==> src/rtl/flash_arbiter.sv <==
// Two-requester arbiter in front of a single flash controller: one transaction in flight,
// strict alternation on ties. Define FLASH_ARB_TIMEOUT_EN to bound the FL_STATUS wait.
module flash_arbiter #(
  parameter int TIMEOUT_CYCLES = 1023
) (
  input  logic       CLK_50MHZ,
  input  logic       RST_N,
  input  logic       A_REQ,
  input  logic       A_WR,
  input  logic [7:0] A_ADDR,
  input  logic [7:0] A_WDATA,
  output logic [7:0] A_RDATA,
  output logic       A_DONE,
  output logic       A_ERR,
  input  logic       B_REQ,
  input  logic       B_WR,
  input  logic [7:0] B_ADDR,
  input  logic [7:0] B_WDATA,
  output logic [7:0] B_RDATA,
  output logic       B_DONE,
  output logic       B_ERR,
  output logic [7:0] FL_ADDR,
  output logic [7:0] FL_DOUT,
  input  logic [7:0] FL_DIN,
  output logic       FL_FLOW,
  output logic       FL_TRG,
  input  logic       FL_STATUS,
  output logic       BUSY
);

  typedef enum logic [1:0] {ST_IDLE, ST_ISSUE, ST_WAIT, ST_DONE} state_t;

  state_t     state_q, state_d;
  logic       winner_q, winner_d;   // 0 = A, 1 = B
  logic       last_q, last_d;       // last requester served, 0 = A, 1 = B
  logic [7:0] fl_addr_q, fl_addr_d;
  logic [7:0] fl_dout_q, fl_dout_d;
  logic       fl_flow_q, fl_flow_d;
  logic       fl_trg_q, fl_trg_d;
  logic [7:0] a_rdata_q, a_rdata_d;
  logic [7:0] b_rdata_q, b_rdata_d;
  logic       a_done_q, a_done_d;
  logic       b_done_q, b_done_d;
  logic       busy_q, busy_d;
  logic       grant_b;
  logic       finish;
  logic       finish_err;

`ifdef FLASH_ARB_TIMEOUT_EN
  localparam logic [9:0] TMO_LAST = 10'(TIMEOUT_CYCLES - 1);

  logic [9:0] cnt_q, cnt_d;
  logic       a_err_q, a_err_d;
  logic       b_err_q, b_err_d;
  logic       timeout_hit;

  // cnt_q counts completed WAIT cycles; the limit is hit on the last allowed one.
  always_comb begin
    cnt_d       = cnt_q;
    timeout_hit = 1'b0;
    if (state_q == ST_ISSUE) begin
      cnt_d = '0;
    end else if (state_q == ST_WAIT) begin
      timeout_hit = (cnt_q == TMO_LAST);
      cnt_d       = cnt_q + 10'd1;
    end
    a_err_d = finish_err && !winner_q;
    b_err_d = finish_err && winner_q;
  end

  assign A_ERR = a_err_q;
  assign B_ERR = b_err_q;
`else
  // TIMEOUT_CYCLES has no effect in this build.
  if (TIMEOUT_CYCLES < 0) begin : g_unused_timeout
  end

  assign A_ERR = 1'b0;
  assign B_ERR = 1'b0;
`endif

  always_comb begin
    state_d    = state_q;
    winner_d   = winner_q;
    last_d     = last_q;
    fl_addr_d  = fl_addr_q;
    fl_dout_d  = fl_dout_q;
    fl_flow_d  = fl_flow_q;
    fl_trg_d   = 1'b0;
    a_rdata_d  = a_rdata_q;
    b_rdata_d  = b_rdata_q;
    a_done_d   = 1'b0;
    b_done_d   = 1'b0;
    grant_b    = 1'b0;
    finish     = 1'b0;
    finish_err = 1'b0;

    case (state_q)
      ST_IDLE: begin
        // On a tie, B wins only if A was served last.
        grant_b = B_REQ && (!A_REQ || !last_q);
        if (A_REQ || B_REQ) begin
          winner_d  = grant_b;
          fl_addr_d = grant_b ? B_ADDR : A_ADDR;
          fl_dout_d = grant_b ? B_WDATA : A_WDATA;
          fl_flow_d = grant_b ? ~B_WR : ~A_WR;
          fl_trg_d  = 1'b1;
          state_d   = ST_ISSUE;
        end
      end
      ST_ISSUE: state_d = ST_WAIT;
      ST_WAIT: begin
        if (FL_STATUS) begin
          finish = 1'b1;
`ifdef FLASH_ARB_TIMEOUT_EN
        end else if (timeout_hit) begin
          finish     = 1'b1;
          finish_err = 1'b1;
`endif
        end
      end
      ST_DONE: begin
        last_d  = winner_q;
        state_d = ST_IDLE;
      end
      default: state_d = ST_IDLE;
    endcase

    if (finish) begin
      state_d  = ST_DONE;
      a_done_d = !winner_q;
      b_done_d = winner_q;
      if (!finish_err && fl_flow_q) begin
        if (winner_q) b_rdata_d = FL_DIN;
        else          a_rdata_d = FL_DIN;
      end
    end

    busy_d = (state_d != ST_IDLE);
  end

  always_ff @(posedge CLK_50MHZ or negedge RST_N) begin
    if (!RST_N) begin
      state_q   <= ST_IDLE;
      winner_q  <= 1'b0;
      last_q    <= 1'b1;
      fl_addr_q <= '0;
      fl_dout_q <= '0;
      fl_flow_q <= 1'b1;
      fl_trg_q  <= 1'b0;
      a_rdata_q <= '0;
      b_rdata_q <= '0;
      a_done_q  <= 1'b0;
      b_done_q  <= 1'b0;
      busy_q    <= 1'b0;
`ifdef FLASH_ARB_TIMEOUT_EN
      cnt_q     <= '0;
      a_err_q   <= 1'b0;
      b_err_q   <= 1'b0;
`endif
    end else begin
      state_q   <= state_d;
      winner_q  <= winner_d;
      last_q    <= last_d;
      fl_addr_q <= fl_addr_d;
      fl_dout_q <= fl_dout_d;
      fl_flow_q <= fl_flow_d;
      fl_trg_q  <= fl_trg_d;
      a_rdata_q <= a_rdata_d;
      b_rdata_q <= b_rdata_d;
      a_done_q  <= a_done_d;
      b_done_q  <= b_done_d;
      busy_q    <= busy_d;
`ifdef FLASH_ARB_TIMEOUT_EN
      cnt_q     <= cnt_d;
      a_err_q   <= a_err_d;
      b_err_q   <= b_err_d;
`endif
    end
  end

  assign A_RDATA = a_rdata_q;
  assign A_DONE  = a_done_q;
  assign B_RDATA = b_rdata_q;
  assign B_DONE  = b_done_q;
  assign FL_ADDR = fl_addr_q;
  assign FL_DOUT = fl_dout_q;
  assign FL_FLOW = fl_flow_q;
  assign FL_TRG  = fl_trg_q;
  assign BUSY    = busy_q;

endmodule
==> config.mk <==
export PLATFORM = sky130hd
export DESIGN_NAME = flash_arbiter
export DESIGN_NICKNAME = d
export VERILOG_FILES = /design/src/rtl/flash_arbiter.sv
export SDC_FILE = /design/constraint.sdc
export NUM_CORES = 1
export LEC_CHECK = 0
export BUFFER_PORTS_ARGS = -buffer_cell sky130_fd_sc_hd__buf_2
export CAP_MARGIN = 20
export CELL_PAD_IN_SITES_DETAIL_PLACEMENT = 2
export CELL_PAD_IN_SITES_GLOBAL_PLACEMENT = 2
export CORE_MARGIN = 1
export CORE_UTILIZATION = 26
export CTS_BUF_LIST = sky130_fd_sc_hd__clkbuf_8
export CTS_CLUSTER_DIAMETER = 200
export DETAILED_ROUTE_END_ITERATION = 8
export PLACE_DENSITY_LB_ADDON = 0.3
export SYNTH_ARGS = -nofsm -noshare
export SYNTH_HDL_FRONTEND = slang
export SYNTH_SLANG_ARGS = --single-unit
==> constraint.sdc <==
create_clock -name CLK_50MHZ -period 1.5 [get_ports CLK_50MHZ]
set_clock_uncertainty 0.15 [all_clocks]
set_input_delay 0.075 -clock CLK_50MHZ [delete_from_list [all_inputs] [get_ports CLK_50MHZ]]
set_output_delay 0.075 -clock CLK_50MHZ [all_outputs]
set_load 0.01 [all_outputs]
# Word-level counts from Yosys, hierarchy flattened
# Index checks and enable logic that the tools add are counted.
# W data, S select, Z words.
[totals] register_bits=41 output_inout_bits=39
[classes] bitwise_logic=3 n_mux=12 eq_ne=3 reduce_logical=11
[ops] op="$mux W8" n=2
[ops] op="$mux W1" n=7
[ops] op="$pmux W2 S3" n=1
[ops] op="$reduce_and A3 Y1" n=2
[ops] op="$eq A2 B2 Y1 const B" n=2
[ops] op="$mux W2" n=2
[ops] op="$logic_not A1 Y1" n=3
[ops] op="$not A1 Y1" n=3
[ops] op="$eq A2 B1 Y1 const B" n=1
[ops] op="$logic_not A2 Y1" n=1
[ops] op="$logic_or A1 B1 Y1" n=2
[ops] op="$reduce_and A2 Y1" n=1
[ops] op="$reduce_bool A2 Y1" n=1
[ops] op="$logic_and A1 B1 Y1" n=1

# Logic depth before layout (Yosys ltp)
[depth] ltp_word=5 mapped_depth=7 ltp_nobuf=6

# Least setup slack after synthesis
# Ideal clock, no wire load.
[synth_timing] path_type="register to register" from="reg state_q[0]" to="reg b_rdata_q[0] (netlist: B_RDATA[0])" setup_time_ns=0.125 arrival_time_ns=1.236 n_path_buf=0 stages_incl_launch_ff=5 setup_slack_ns=-0.010 synth_period_minus_slack_ns=1.510 t_required_ns=1.225 path_cell_list="dfrtp_1 > inv_1 > ha_1 > nand4_2 > mux2_2"
[synth_between] elab_chain_cells=3
[synth_rtl] item="start, declared" line_no="33" rtl="state_t state_q, state_d;"
[synth_rtl] item="start signal, assigned" line_no="162" rtl="state_q <= state_d;"
[synth_rtl] item="$eq A2 B2 Y1" line_no="98" rtl="case (state_q)"
[synth_rtl] item="$mux W1" line_no="98"
[synth_rtl] item="$reduce_and A3 Y1 (no line)"
[synth_rtl] item="end signal, assigned" line_no="170" rtl="b_rdata_q <= b_rdata_d;"
[synth_rtl] item="end, declared" line_no="41" rtl="logic [7:0] b_rdata_q, b_rdata_d;"
# Every way passes these cells.
# A chain may end at the register's enable or synchronous reset.

# Final worst setup path
[layout_timing] from="reg state_q[0]" to="reg a_rdata_q[3] (netlist: A_RDATA[3])"
[layout_between] elab_chain_cells=3
[layout_rtl] item="$eq A2 B2 Y1" line_no="98"
[layout_rtl] item="$mux W1" line_no="98"
[layout_rtl] item="$reduce_and A3 Y1 (no line)"
[layout_rtl] item="end signal, assigned" line_no="169" rtl="a_rdata_q <= a_rdata_d;"
[layout_rtl] item="end, declared" line_no="40" rtl="logic [7:0] a_rdata_q, a_rdata_d;"
# Every way passes these cells.

==> impl_metrics.json <==
{
  "status": "finished, violations left",
  "violations": "negative setup slack",
  "syn_to_final_growth_pct": 66.6,
  "yosysTopAreaCell": "dfrtp_1",
  "die_y_um": 86.6,
  "portBuffers": 83,
  "maxCapViolations": 0,
  "final.min_clock_period_ns": 1.54,
  "ys_top_cells_by_area": "dfrtp_1 52%, mux2_2 10%, a21oi_2 9.4%",
  "path_cells": "inv_4 -> ha_4 -> nand4b_4 -> mux2_4",
  "seq_area_frac_synth_pct": 55.2,
  "track_usage_pct": 18.5,
  "root_buffer": "clkbuf_8",
  "max_stage_delay_ns": 0.42,
  "rows": 30,
  "grt_max_degree": 42,
  "worstSetupPathType": "flop to flop",
  "drv_slew": 0,
  "max_freq_mhz": 651,
  "worstPathRequired_ns": 1.53,
  "ant_nets": 0,
  "syn_inst": 153,
  "worstSetupStartpointType": "flop",
  "ys_ff_latch": 41,
  "synthTopCellsByCount": "39 x dfrtp_1, 20 x a21oi_2, 18 x nand2_1",
  "postLayoutCellArea_sq_um": 3100,
  "pin_count": 86,
  "start_util_pct": 27.1,
  "final_util_pct": 45.2,
  "async_reset_ff_share_pct": 100,
  "yosys_warnings": 0,
  "drt-initial-drc-count": 28,
  "grt_pass1_vias": 1998,
  "power-per-cell-area_nw_per_um2": 1820,
  "multi_input_area_sq_um": 825,
  "place_inst": 333,
  "slowest_stage": "dfrtp_1",
  "final_cells": 391,
  "yosysUniqueCellTypes": 25,
  "synth-edff-count": 0,
  "cts.clk_slew.worst_paths_ns": 0.08,
  "p_leak_nw": 1.47,
  "rsz0062_at_grt": "true",
  "vias_per_cell": 4.37,
  "antenna_found_initial": 1,
  "grt_pass1_wl_um": 10400,
  "min_period_over_period_pct": 102,
  "ys.flop_type": "dfrtp_1",
  "gp_congestion": 0.646,
  "vdd_drop_max_mv": 0.561,
  "drive_above_1_share_pct": 54.4,
  "htreeDepth": 2,
  "seq_area_sq_um": 1030,
  "setup_slack_ns": -0.0360,
  "hold_viol": 0,
  "setup_viol": 11,
  "worstSkewPairLatency_ns": 0.29,
  "routedWlPerCell_um": 16.8,
  "post-dp-hpwl_um": 3930,
  "n_fill_cell": 722,
  "crit_path_max_fanout": 8,
  "grt-ovfl-total": 0,
  "dr_total_vias": 1708,
  "syn_area_sq_um": 1860,
  "first_pass_iters": 2,
  "drcViolationCount": 0,
  "crit_arrival_ns": 1.56,
  "final_nets": 344,
  "end_kind": "flop",
  "core_sq_um": 6870,
  "p_total_mw": 5.65,
  "cts_tree": "yes",
  "numClockSinks": 41,
  "die_area_sq_um": 7500,
  "cts_made_buffers": 5,
  "synth_most_common_cell": "dfrtp_1",
  "postPlaceCellArea_sq_um": 2410,
  "die_w_um": 86.6,
  "synth_top_area_share_pct": 52.4,
  "hold_class": "primary input to flop",
  "avgSynthCellArea_sq_um": 12.2,
  "wirelength_um": 6580,
  "clk_path_buf_depth": 2
}
[routing by layer]
layer	global-route usage, %	share of wire, %	vias to the layer above
met4	6.21	2.0	0
met1	20.3	39	839
met5	0	0	-
met2	35.4	54	61
li1	-	-	798
met3	3.71	4.2	10
[timing repair]
action / in CTS / in global routing
setup buffers: 4 / 1
hold endpoints to repair: 76 / 0
hold buffers: 44 / 0
resized for setup: 12 / 10
pin swaps: 4 / 2
endpoints found under the setup margin: 34 / 34
[cells by family after synthesis]
logic type / after synthesis / share of synthesized area [%]
muxes: 17 / 10.3
and+or+nand+nor: 39 / 9.68
DFF: 41 / 55.2
buffers and inverters: 11 / 5.24
adders and majority gates: 4 / 2.69
other: 1 / 0.201
AOI/OAI and AO/OA: 40 / 16.7
[cell usage in the layout (no fill, tap or decap), drive strengths merged]
cell type	instances
clkinvlp	1
nand4b	1
buf	96
diode	1
clkbuf	6
conb	2
nand4	1
a22o	2
a21bo	1
nor2	17
or2	1
a21oi	33
o211ai	1
bufinv	1
a21boi	1
mux2	17
ha	4
dfrtp	39
o21ai	2
inv	3
and3	1
dlygate4sd3	44
nand2	18
dfstp	2
[sequential cells by signal, summed over array words and instances (netlist names), 2 cells and up]
name     flops
state_q      2
FL_DOUT      8
FL_ADDR      8
B_RDATA      8
A_RDATA      8
[cell type report]
| class | count | share of cell area (%) |
|---|---|---|
| clock buffers | 6 | 2.66 |
| flip-flops and latches | 41 | 33.2 |
| well taps | 96 | 3.87 |
| diodes | 1 | 0.0807 |
| repair buffers | 140 | 31.9 |
| clock inverters | 2 | 1.21 |
| inverters | 3 | 0.524 |
| multi-input cells | 102 | 26.6 |
[power breakdown]
part | total, mW | internal, mW | leakage (nW) | switching [mW]
clock network | 0.945 | 0.542 | 0.0574 | 0.403
registers | 2.00 | 1.66 | 0.485 | 0.337
logic | 2.71 | 1.32 | 0.932 | 1.39
[path summary, 6_finish.rpt]
path                       startpoint          to  slack (ns)  cells past startpoint
min                             B_REQ      FL_TRG        0.12                      3
max in group asynchronous       RST_N      last_q        0.80                      3
min reg2reg                B_RDATA[6]  B_RDATA[6]        0.35                      1
min in group asynchronous       RST_N  A_RDATA[6]        0.13                      3
max                        state_q[0]  A_RDATA[3]       -0.04                      4
max reg2reg                state_q[0]  A_RDATA[3]       -0.04                      4
[worst max-delay path: cells and delay by family, from the launching register on]
| family | cells | cell delay, ns |
|---|---|---|
| and+or+nand+nor | 1 | 0.20 |
| muxes | 1 | 0.35 |
| adders and majority gates | 1 | 0.19 |
| buffers and inverters | 1 | 0.12 |
| DFF | 1 | 0.42 |
[per-stage QoR]
stage / setup TNS (ns) / hold WS [ns] / setup WS, ns
floorplan: 0 / -0.371 / 0.0179
global placement: -1.34 / -0.0774 / -0.0827
detailed placement: -2.95 / -0.0757 / -0.149
CTS: -0.132 / 0.0918 / -0.0298
global route: -0.970 / 0.129 / -0.0884
finish: -0.143 / 0.118 / -0.0360
Power figures use the tool's default switching activity.
